[config.mk]
export PLATFORM = sky130hd
export DESIGN_NAME = ps2_host_tx
export DESIGN_NICKNAME = d
export VERILOG_FILES = /design/src/rtl/ps2_host_tx.sv
export SDC_FILE = /design/constraint.sdc
export NUM_CORES = 1
export LEC_CHECK = 0
export ABC_AREA = 1
export ABC_CLOCK_PERIOD_IN_PS = 3400
export CAP_MARGIN = 10
export CELL_PAD_IN_SITES_DETAIL_PLACEMENT = 1
export CELL_PAD_IN_SITES_GLOBAL_PLACEMENT = 1
export CORE_MARGIN = 2
export CORE_UTILIZATION = 46
export CTS_CLUSTER_DIAMETER = 120
export CTS_CLUSTER_SIZE = 12
export DETAILED_ROUTE_END_ITERATION = 10
export GPL_TIMING_DRIVEN = 0
export PLACE_DENSITY = 0.95
export RECOVER_POWER = 50
export SLEW_MARGIN = 10
export SYNTH_ARGS = -nofsm -noshare
export SYNTH_HDL_FRONTEND = slang
export SYNTH_SLANG_ARGS = --single-unit
[constraint.sdc]
create_clock -name clk -period 3.4 [get_ports clk]
set_clock_uncertainty 0.15 [all_clocks]
set_input_delay 0.68 -clock clk [delete_from_list [all_inputs] [get_ports clk]]
set_output_delay 0.68 -clock clk [all_outputs]
set_load 0.01 [all_outputs]
[src/rtl/ps2_host_tx.sv]
// Host-to-device PS/2 command transmitter: inhibit, request-to-send, then eleven
// device-clocked bit slots driven open-drain through output enables, with ACK capture and a watchdog.
module ps2_host_tx #(
    parameter int INHIBIT_CYCLES = 5000,
    parameter int TIMEOUT_CYCLES = 750000
) (
    input  logic       clk,
    input  logic       rst,
    input  logic       tx_valid,
    input  logic [7:0] tx_data,
    output logic       tx_ready,
    input  logic       ps2_clk,
    input  logic       ps2_data,
    output logic       ps2_clk_oe,
    output logic       ps2_data_oe,
    output logic       busy,
    output logic       done,
    output logic       ack_ok,
    output logic       err
);

    localparam int INH_W = $clog2(INHIBIT_CYCLES + 1);
    localparam int WD_W  = $clog2(TIMEOUT_CYCLES + 1);

    typedef enum logic [2:0] {
        ST_IDLE      = 3'd0,
        ST_INHIBIT   = 3'd1,
        ST_REQ       = 3'd2,
        ST_SEND      = 3'd3,
        ST_WAIT_IDLE = 3'd4
    } state_t;

    // Odd parity: the frame carries a 1 when the byte holds an even number of ones.
    function automatic logic odd_parity(input logic [7:0] d);
        return ~^d;
    endfunction

    state_t           state_r, state_next_s;
    logic [INH_W-1:0] inh_cnt_r, inh_cnt_next_s;
    logic [WD_W-1:0]  wd_r, wd_next_s;
    logic [3:0]       bit_cnt_r, bit_cnt_next_s;
    logic [7:0]       byte_r, byte_next_s;
    logic             parity_r, parity_next_s;
    logic             ack_r, ack_next_s;

    logic clk_meta_r, clk_sync_r, clk_hist_r;
    logic data_meta_r, data_sync_r;
    logic fe_s;

    logic clk_oe_next_s, data_oe_next_s;
    logic done_next_s, ack_ok_next_s, err_next_s;
    logic tx_ready_next_s;

    assign fe_s = clk_hist_r & ~clk_sync_r;

    // Line synchronizers plus the clock history flop used for falling-edge detection.
    always_ff @(posedge clk) begin
        if (rst) begin
            clk_meta_r  <= 1'b1;
            clk_sync_r  <= 1'b1;
            clk_hist_r  <= 1'b1;
            data_meta_r <= 1'b1;
            data_sync_r <= 1'b1;
        end else begin
            clk_meta_r  <= ps2_clk;
            clk_sync_r  <= clk_meta_r;
            clk_hist_r  <= clk_sync_r;
            data_meta_r <= ps2_data;
            data_sync_r <= data_meta_r;
        end
    end

    // Next-state, counter and next-output logic for the request/send sequence.
    always_comb begin
        state_next_s   = state_r;
        inh_cnt_next_s = inh_cnt_r;
        wd_next_s      = wd_r;
        bit_cnt_next_s = bit_cnt_r;
        byte_next_s    = byte_r;
        parity_next_s  = parity_r;
        ack_next_s     = ack_r;
        clk_oe_next_s  = ps2_clk_oe;
        data_oe_next_s = ps2_data_oe;
        done_next_s    = 1'b0;
        ack_ok_next_s  = 1'b0;
        err_next_s     = 1'b0;

        case (state_r)
            ST_IDLE: begin
                clk_oe_next_s  = 1'b0;
                data_oe_next_s = 1'b0;
                if (tx_valid) begin
                    byte_next_s    = tx_data;
                    parity_next_s  = odd_parity(tx_data);
                    inh_cnt_next_s = {INH_W{1'b0}};
                    clk_oe_next_s  = 1'b1;
                    state_next_s   = ST_INHIBIT;
                end else begin
                    state_next_s = ST_IDLE;
                end
            end

            ST_INHIBIT: begin
                clk_oe_next_s = 1'b1;
                if (inh_cnt_r == INH_W'(INHIBIT_CYCLES - 1)) begin
                    data_oe_next_s = 1'b1;
                    state_next_s   = ST_REQ;
                end else begin
                    data_oe_next_s = 1'b0;
                    inh_cnt_next_s = inh_cnt_r + INH_W'(1);
                end
            end

            ST_REQ: begin
                // Start bit stays driven low; releasing the clock hands timing to the device.
                clk_oe_next_s  = 1'b0;
                data_oe_next_s = 1'b1;
                bit_cnt_next_s = 4'd0;
                wd_next_s      = {WD_W{1'b0}};
                state_next_s   = ST_SEND;
            end

            ST_SEND: begin
                clk_oe_next_s = 1'b0;
                if (fe_s) begin
                    wd_next_s      = {WD_W{1'b0}};
                    bit_cnt_next_s = bit_cnt_r + 4'd1;
                    case (bit_cnt_r)
                        4'd0, 4'd1, 4'd2, 4'd3,
                        4'd4, 4'd5, 4'd6, 4'd7: data_oe_next_s = ~byte_r[bit_cnt_r[2:0]];
                        4'd8:    data_oe_next_s = ~parity_r;
                        4'd9:    data_oe_next_s = 1'b0;
                        4'd10: begin
                            ack_next_s     = data_sync_r;
                            data_oe_next_s = 1'b0;
                            state_next_s   = ST_WAIT_IDLE;
                        end
                        default: begin
                            data_oe_next_s = 1'b0;
                            state_next_s   = ST_WAIT_IDLE;
                        end
                    endcase
                end else if (wd_r == WD_W'(TIMEOUT_CYCLES - 1)) begin
                    data_oe_next_s = 1'b0;
                    done_next_s    = 1'b1;
                    err_next_s     = 1'b1;
                    state_next_s   = ST_IDLE;
                end else begin
                    wd_next_s = wd_r + WD_W'(1);
                end
            end

            ST_WAIT_IDLE: begin
                clk_oe_next_s  = 1'b0;
                data_oe_next_s = 1'b0;
                if (clk_sync_r && data_sync_r) begin
                    done_next_s   = 1'b1;
                    ack_ok_next_s = ~ack_r;
                    state_next_s  = ST_IDLE;
                end else if (fe_s) begin
                    wd_next_s = {WD_W{1'b0}};
                end else if (wd_r == WD_W'(TIMEOUT_CYCLES - 1)) begin
                    done_next_s  = 1'b1;
                    err_next_s   = 1'b1;
                    state_next_s = ST_IDLE;
                end else begin
                    wd_next_s = wd_r + WD_W'(1);
                end
            end

            default: begin
                clk_oe_next_s  = 1'b0;
                data_oe_next_s = 1'b0;
                state_next_s   = ST_IDLE;
            end
        endcase

        tx_ready_next_s = (state_next_s == ST_IDLE);
    end

    // State, datapath and registered outputs.
    always_ff @(posedge clk) begin
        if (rst) begin
            state_r     <= ST_IDLE;
            inh_cnt_r   <= {INH_W{1'b0}};
            wd_r        <= {WD_W{1'b0}};
            bit_cnt_r   <= 4'd0;
            byte_r      <= 8'd0;
            parity_r    <= 1'b0;
            ack_r       <= 1'b1;
            tx_ready    <= 1'b1;
            busy        <= 1'b0;
            ps2_clk_oe  <= 1'b0;
            ps2_data_oe <= 1'b0;
            done        <= 1'b0;
            ack_ok      <= 1'b0;
            err         <= 1'b0;
        end else begin
            state_r     <= state_next_s;
            inh_cnt_r   <= inh_cnt_next_s;
            wd_r        <= wd_next_s;
            bit_cnt_r   <= bit_cnt_next_s;
            byte_r      <= byte_next_s;
            parity_r    <= parity_next_s;
            ack_r       <= ack_next_s;
            tx_ready    <= tx_ready_next_s;
            busy        <= ~tx_ready_next_s;
            ps2_clk_oe  <= clk_oe_next_s;
            ps2_data_oe <= data_oe_next_s;
            done        <= done_next_s;
            ack_ok      <= ack_ok_next_s;
            err         <= err_next_s;
        end
    end

endmodule
==> out/metrics.yaml, run 1 <==
floorplan:
  die_h_um: 90.3
  io_pins: 20
  core-area_um2: 7210
  fp-row-count: 31
  start_util_pct: 47.5
  dieArea_um2: 8150
  fp.dieW_um: 90.3
timing:
  setup_tns_ns: 0
  rsz0062_at_grt: "no"
  setup_viol: 0
  period_needed_ns: 2.61
  fin_crit_sh_pct: 76.8
  holdWs_ns: 0.275
  hold_violations: 0
  slew_viol_final: 0
  relSlewSlack_pct: 45.1
  tightest_slew_ns: 0.818
  fmax_mhz: 383
power:
  cellPowerDensity_nw_per_um2: 405
  leakage_nw: 1.50
  peakVddDrop_mv: 0.268
hold_path:
  hold_end: "data_sync_r"
  hold_path_depth: 1
  holdCritStartpoint: "data_meta_r"
  hold_path.class: "reg -> reg"
clock_network:
  cts_tree: "done"
  hold_buffers: 0
  clockBufferDepth: 2
  path_clk_slew_ns: 0.07
  numCtsBuffers: 9
  cts_root_buf: "clkbuf_8"
  cts_resized: 0
  htreeDepth: 3
  clock_latency_ns: 0.36
  cts_sinks: 62
  postCtsSetupRepairBufs: 0
global_route:
  grt_pass1_wl_um: 18400
  grt_max_degree: 11
  antenna_found_initial: 0
  gr-total-overflow: 0
  grt.total_usage_pct: 28.4
  grt_pass1_vias: 3787
setup_path:
  end_kind: "register"
  r2r-start: "wd_r[1]"
  r2r_end: "wd_r[19]"
  cp-start-kind: "register"
  worst-r2r-cell-count: 7
  cp_slowest_stage_delay_ns: 0.73
  worstPathRequired_ns: 3.54
  worst_path_max_delay_cell: "o21ai_1"
  path_cells: "ha_1, inv_1, nor2_1, nand3_1, o21ai_1, o21ai_0, a21oi_1"
  rrSetupSlack_ns: 0.79
  crit_type: "reg -> reg"
  cp.arrival_ns: 2.75
  crit_fanout: 10
detailed_routing:
  wl_met1_um: 4570
  drc: 0
  met3_length_um: 469
  highest_layer: "met4"
  wire_per_inst_um: 17.0
  vias: 3577
  viasPerCell: 5.55
  drt_pass1_iterations: 4
  ant_nets: 0
  drt-total-wl_um: 11000
  wl_met2_um: 5640
  first_iter_violations: 106
status:
  status: "finished clean"
final_layout:
  diodes: 0
  nets: 560
  syn_to_final_growth_pct: 13.4
  layout-drive-gt1-share_pct: 7.88
  finish.instance_area_um2: 3880
  finish.utilization_pct: 53.8
place:
  placed_cell_area_um2: 3730
  place_hpwl_um: 7250
  place.gp.congestion: 0.930
  port_buffers: 18
logic_synthesis:
  ys_ff_latch: 62
  synth_top_area_cell: "dfxtp_1"
  synth_fp_nets: 531
  synth_area_um2: 3420
  synth_area_leaders: "dfxtp_1, nand2_1, a21oi_1, nand3_1, inv_1"
  yosysWarnings: 0
  yosys.cell_types.count: 38
  syn_inst: 512
  synth_top_area_share_pct: 36.3
  syn_avg_cell_area_um2: 6.69
  ys_seq_area_share_pct: 36.3
job:
  cap_violations: 0
stage by stage:
stage / cells / power (mW) / setup WS, ns
after floorplan: 512 / 0.840 / 1.58
after global placement: 629 / 0.881 / 1.12
after detailed placement: 629 / 0.889 / 1.08
after CTS: 645 / 1.57 / 1.09
after global routing: 645 / 1.62 / 0.527
final: 645 / 1.57 / 0.787
power breakdown:
group / leakage (nW) / internal [mW] / switching (mW) / total [mW]
logic: 0.885 / 0.0474 / 0.0823 / 0.130
clock network: 0.106 / 0.375 / 0.312 / 0.688
registers: 0.504 / 0.744 / 0.0108 / 0.754
total: 1.50 / 1.17 / 0.405 / 1.57
logic make-up (layout without fill, tap and decap cells):
kind of cell / Yosys count / in the layout / share of synthesized area [%]
simple gates: 284 / 284 / 38.0
compound gates: 75 / 75 / 12.1
buf+inv: 75 / 109 / 8.88
flops: 62 / 62 / 36.3
xor+xnor: 10 / 10 / 2.56
fa+ha+maj: 6 / 6 / 2.19
synth_stat cells, drive strengths merged:
cell / n
a2111oi: 1
a21boi: 2
a21oi: 46
a31o: 1
and2: 1
and3: 1
buf: 7
clkbuf: 4
dfxtp: 62
ha: 6
inv: 64
nand2: 136
nand3: 45
nand3b: 3
nand4: 14
nor2: 59
nor3: 19
nor4: 1
o21a: 1
o21ai: 24
or2: 5
xnor2: 6
xor2: 4
state kept, by name, indices dropped and copies added (netlist names), 3 cells and up:
| register | flops |
|---|---|
| byte_r | 8 |
| inh_cnt_r | 13 |
| wd_r | 20 |
| bit_cnt_r | 4 |
| state_r | 3 |
cells in the final DEF (no fill, tap or decap), drive strengths merged:
cell,netlist,routed
xor2,4,4
and3,1,1
a21oi,46,46
nor3,19,19
nor2,59,59
dlygate4sd3,0,2
o21ai,24,24
a2111oi,1,1
inv,64,64
xnor2,6,6
clkbuf,4,20
or2,5,5
o21a,1,1
dfxtp,62,62
nand4,14,14
a31o,1,1
clkinv,0,3
and2,1,1
ha,6,6
buf,7,3
clkdlybuf4s50,0,16
nand2,136,136
bufinv,0,1
a21boi,2,2
nand3,45,45
nand3b,3,3
nor4,1,1
area by class of cell:
class / instances / area (um^2)
clock inverter: 4 / 45.0
buffer: 11 / 60.1
multi-input combinational: 375 / 1840
fill: 967 / 3330
clock buffer: 12 / 155
tap: 99 / 124
timing repair buffer: 18 / 180
sequential: 62 / 1240
inverter: 64 / 240
per-layer routing:
layer | vias to the layer above | track usage, %
li1 | 1712 | -
met1 | 1725 | 31.6
met2 | 102 | 51.7
met3 | 38 | 5.84
met4 | 0 | 13.1
met5 | - | 0
how the worst max path moves through the flow:
stage,depth (start not counted),slack (ns),end,start
3_3_place_gp,7,1.12,inh_cnt_r[6],tx_valid
6_report,7,0.79,wd_r[19],wd_r[1]
2_1_floorplan,11,1.58,busy,bit_cnt_r[0]
4_1_cts,11,1.09,busy,bit_cnt_r[0]
5_1_grt,7,0.53,wd_r[19],wd_r[1]
3_5_place_dp,7,1.08,inh_cnt_r[6],tx_valid
worst max-delay path: cells and delay by family (launching register included):
kind / cells / cell delay (ns)
AND/OR/NAND/NOR: 2 / 0.67
buffers and inverters: 1 / 0.09
AO/OA/AOI/OAI: 3 / 1.05
adder cells (fa/ha/maj): 1 / 0.22
flip-flops: 1 / 0.38
Power figures use the tool's default switching activity.
==> run 2: changes to the inputs <==
--- a/config.mk
+++ b/config.mk
@@ -6,17 +6,17 @@
 export NUM_CORES = 1
 export LEC_CHECK = 0
 export ABC_AREA = 1
-export ABC_CLOCK_PERIOD_IN_PS = 3400
+export ABC_CLOCK_PERIOD_IN_PS = 2380
 export CAP_MARGIN = 10
 export CELL_PAD_IN_SITES_DETAIL_PLACEMENT = 1
 export CELL_PAD_IN_SITES_GLOBAL_PLACEMENT = 1
 export CORE_MARGIN = 2
-export CORE_UTILIZATION = 46
+export CORE_UTILIZATION = 39
 export CTS_CLUSTER_DIAMETER = 120
 export CTS_CLUSTER_SIZE = 12
 export DETAILED_ROUTE_END_ITERATION = 10
 export GPL_TIMING_DRIVEN = 0
-export PLACE_DENSITY = 0.95
+export PLACE_DENSITY = 0.87
 export RECOVER_POWER = 50
 export SLEW_MARGIN = 10
 export SYNTH_ARGS = -nofsm -noshare
==> constraint.sdc (replaced) <==
create_clock -name clk -period 2.38 [get_ports clk]
set_clock_uncertainty 0.15 [all_clocks]
set_input_delay 0.476 -clock clk [delete_from_list [all_inputs] [get_ports clk]]
set_output_delay 0.476 -clock clk [all_outputs]
set_load 0.01 [all_outputs]
==> run 2 against run 1 <==
  * Combinational power up 28%
  * Clock-buffer cell count is 3 lower
  * Sequential power rose by 42%
  * Worst hold slack better by 0.021 ns
  * Register-to-register slack worse by 0.52 ns
  * Fmax grew 24%
  * Clock power rose by 42%
  * First-iteration DRC count rose by 0.94%
  * Critical path type unchanged
  * Total power grew 41%
==> out/metrics.yaml, run 2 (same netlist as run 1, synthesis figures left out) <==
power:
  leakage_nw: 1.51  # was 1.50 nW
  peakVddDrop_mv: 0.315  # was 0.268 mV
  cellPowerDensity_nw_per_um2: 567  # was 405 nW/um^2
  total_power_mw: 2.22  # was 1.57 mW
detailed_routing:
  first_iter_violations: 107  # was 106
  viasPerCell: 5.23  # was 5.55
  drt_pass1_iterations: 6  # was 4
  drc: 0  # unchanged
  ant_nets: 0  # unchanged
  drt-total-wl_um: 9660  # was 11,000 um
  vias: 3419  # was 3,577
  wire_per_inst_um: 14.8  # was 17.0 um
clock_network:
  numCtsBuffers: 9  # unchanged
  htreeDepth: 3  # unchanged
  clockBufferDepth: 2  # unchanged
  hold_buffers: 0  # unchanged
  cts_root_buf: "clkbuf_8"  # unchanged
  cts_tree: "done"  # unchanged
  path_clk_slew_ns: 0.08  # was 0.07 ns
  cts_sinks: 62  # unchanged
  cts_resized: 0  # unchanged
  postCtsSetupRepairBufs: 0  # unchanged
  clock_latency_ns: 0.36  # about the same
timing:
  hold_violations: 0  # unchanged
  tightest_slew_ns: 0.506  # was 0.818 ns
  relSlewSlack_pct: 66.0  # was 45.1%
  rsz0062_at_grt: "no"  # unchanged
  slew_viol_final: 0  # unchanged
  period_needed_ns: 2.11  # was 2.61 ns
  setup_viol: 0  # unchanged
  fin_ws_ns: 0.269  # was 0.787 ns
  holdWs_ns: 0.296  # was 0.275 ns
  fmax_mhz: 474  # was 383 MHz
  fin_crit_sh_pct: 88.7  # was 76.8%
  setup_tns_ns: 0  # unchanged
final_layout:
  largest-register: "wd_r"  # unchanged
  reg.largest.list: "wd_r (20), inh_cnt_r (13), byte_r (8)"  # unchanged
  final_common_cell: "nand2_1"  # unchanged
  layout-drive-gt1-share_pct: 8.61  # was 7.88%
  syn_to_final_growth_pct: 14.3  # was 13.4%
  diodes: 0  # unchanged
  final_cells: 654  # was 645
  layout_common_cells: "nand2_1, dfxtp_1, inv_1"  # unchanged
  nets: 560  # unchanged
  largest_reg_flops: 20  # unchanged
setup_path:
  cp_slowest_stage_delay_ns: 0.36  # was 0.73 ns
  cp-start-kind: "register"  # unchanged
  cp_num_buf_inv: 2  # was 1
  crit_type: "reg -> reg"  # unchanged
  end_kind: "register"  # unchanged
  critPathTopFamily: "simple AND/OR/NAND/NOR gates"  # was compound AO/OA/AOI/OAI gates
  path_cells: "clkbuf_2, inv_1, ha_1, nor2_1, nor2_1, nor2_1, a21oi_1, o21ai_1, nand2_1, nand2_1, nand3_1"  # was ha_1, inv_1, nor2_1, nand3_1, o21ai_1, o21ai_0, a21oi_1
  worst_path_max_delay_cell: "dfxtp_1"  # was o21ai_1
  cp.arrival_ns: 2.20  # was 2.75 ns
  crit_fanout: 8  # was 10
  worstPathRequired_ns: 2.47  # was 3.54 ns
  cpMostUsedCell: "nor2_1"
floorplan:
  io_pins: 20  # unchanged
  start_util_pct: 39.6  # was 47.5%
  fp.dieW_um: 97.7  # was 90.3 um
  die_h_um: 97.7  # was 90.3 um
  fp-row-count: 34  # was 31
  core-area_um2: 8640  # was 7210 um^2
  dieArea_um2: 9540  # was 8150 um^2
place:
  dp.cells: 638  # was 629
  place_hpwl_um: 7320  # was 7250 um
  place.gp.congestion: 0.895  # was 0.930
  port_buffers: 18  # unchanged
  pre_cts_ws_ns: 0.180  # was 1.08 ns
global_route:
  grt_pass1_vias: 3605  # was 3,787
  antenna_found_initial: 0  # unchanged
  gr-total-overflow: 0  # unchanged
  grt_max_degree: 14  # was 11
  grt.total_usage_pct: 21.2  # was 28.4%
  grt_pass1_wl_um: 16700  # was 18,400 um
hold_path:
  hold_path.class: "reg -> reg"  # unchanged
job:
  cap_violations: 0  # unchanged
status:
  status: "finished clean"  # unchanged
==> run 2: metrics by stage <==
step / util, % / area [um^2]
floorplan: - / 3420
global placement: 43.3 / 3740
detailed placement: 43.3 / 3740
CTS: 45.7 / 3940
global route: 45.3 / 3910
finish: 45.3 / 3910
==> run 2: final timing paths <==
kind	slack, ns	cells past startpoint	startpoint	to
setup / recovery	0.27	11	bit_cnt_r[0]	busy
setup reg to reg	0.27	11	bit_cnt_r[0]	busy
hold / removal	0.30	1	data_meta_r	data_sync_r
hold reg to reg	0.30	1	data_meta_r	data_sync_r
==> run 2: where the power goes <==
group / total, mW / internal, mW / switching [mW]
Sequential: 1.07 / 1.06 / 0.0131
Combinational: 0.167 / 0.0665 / 0.101
Clock: 0.976 / 0.496 / 0.480
==> run 2: cell type report <==
cell class / count / area [um^2]
plain buffers: 11 / 61.3
clock buffers: 9 / 124
clock inverters: 7 / 80.1
fillers: 1166 / 4720
inverters: 64 / 240
multi-input cells: 375 / 1850
flip-flops and latches: 62 / 1240
well taps: 108 / 135
repair buffers: 18 / 180
==> run 2: per-layer routing <==
metal  track usage, %  vias up  wire [um]
li1                 -     1717          -
met3             5.18       18        296
met4             6.30        0        168
met5                0        -          0
met2             38.1       53       4840
met1             25.0     1631       4350
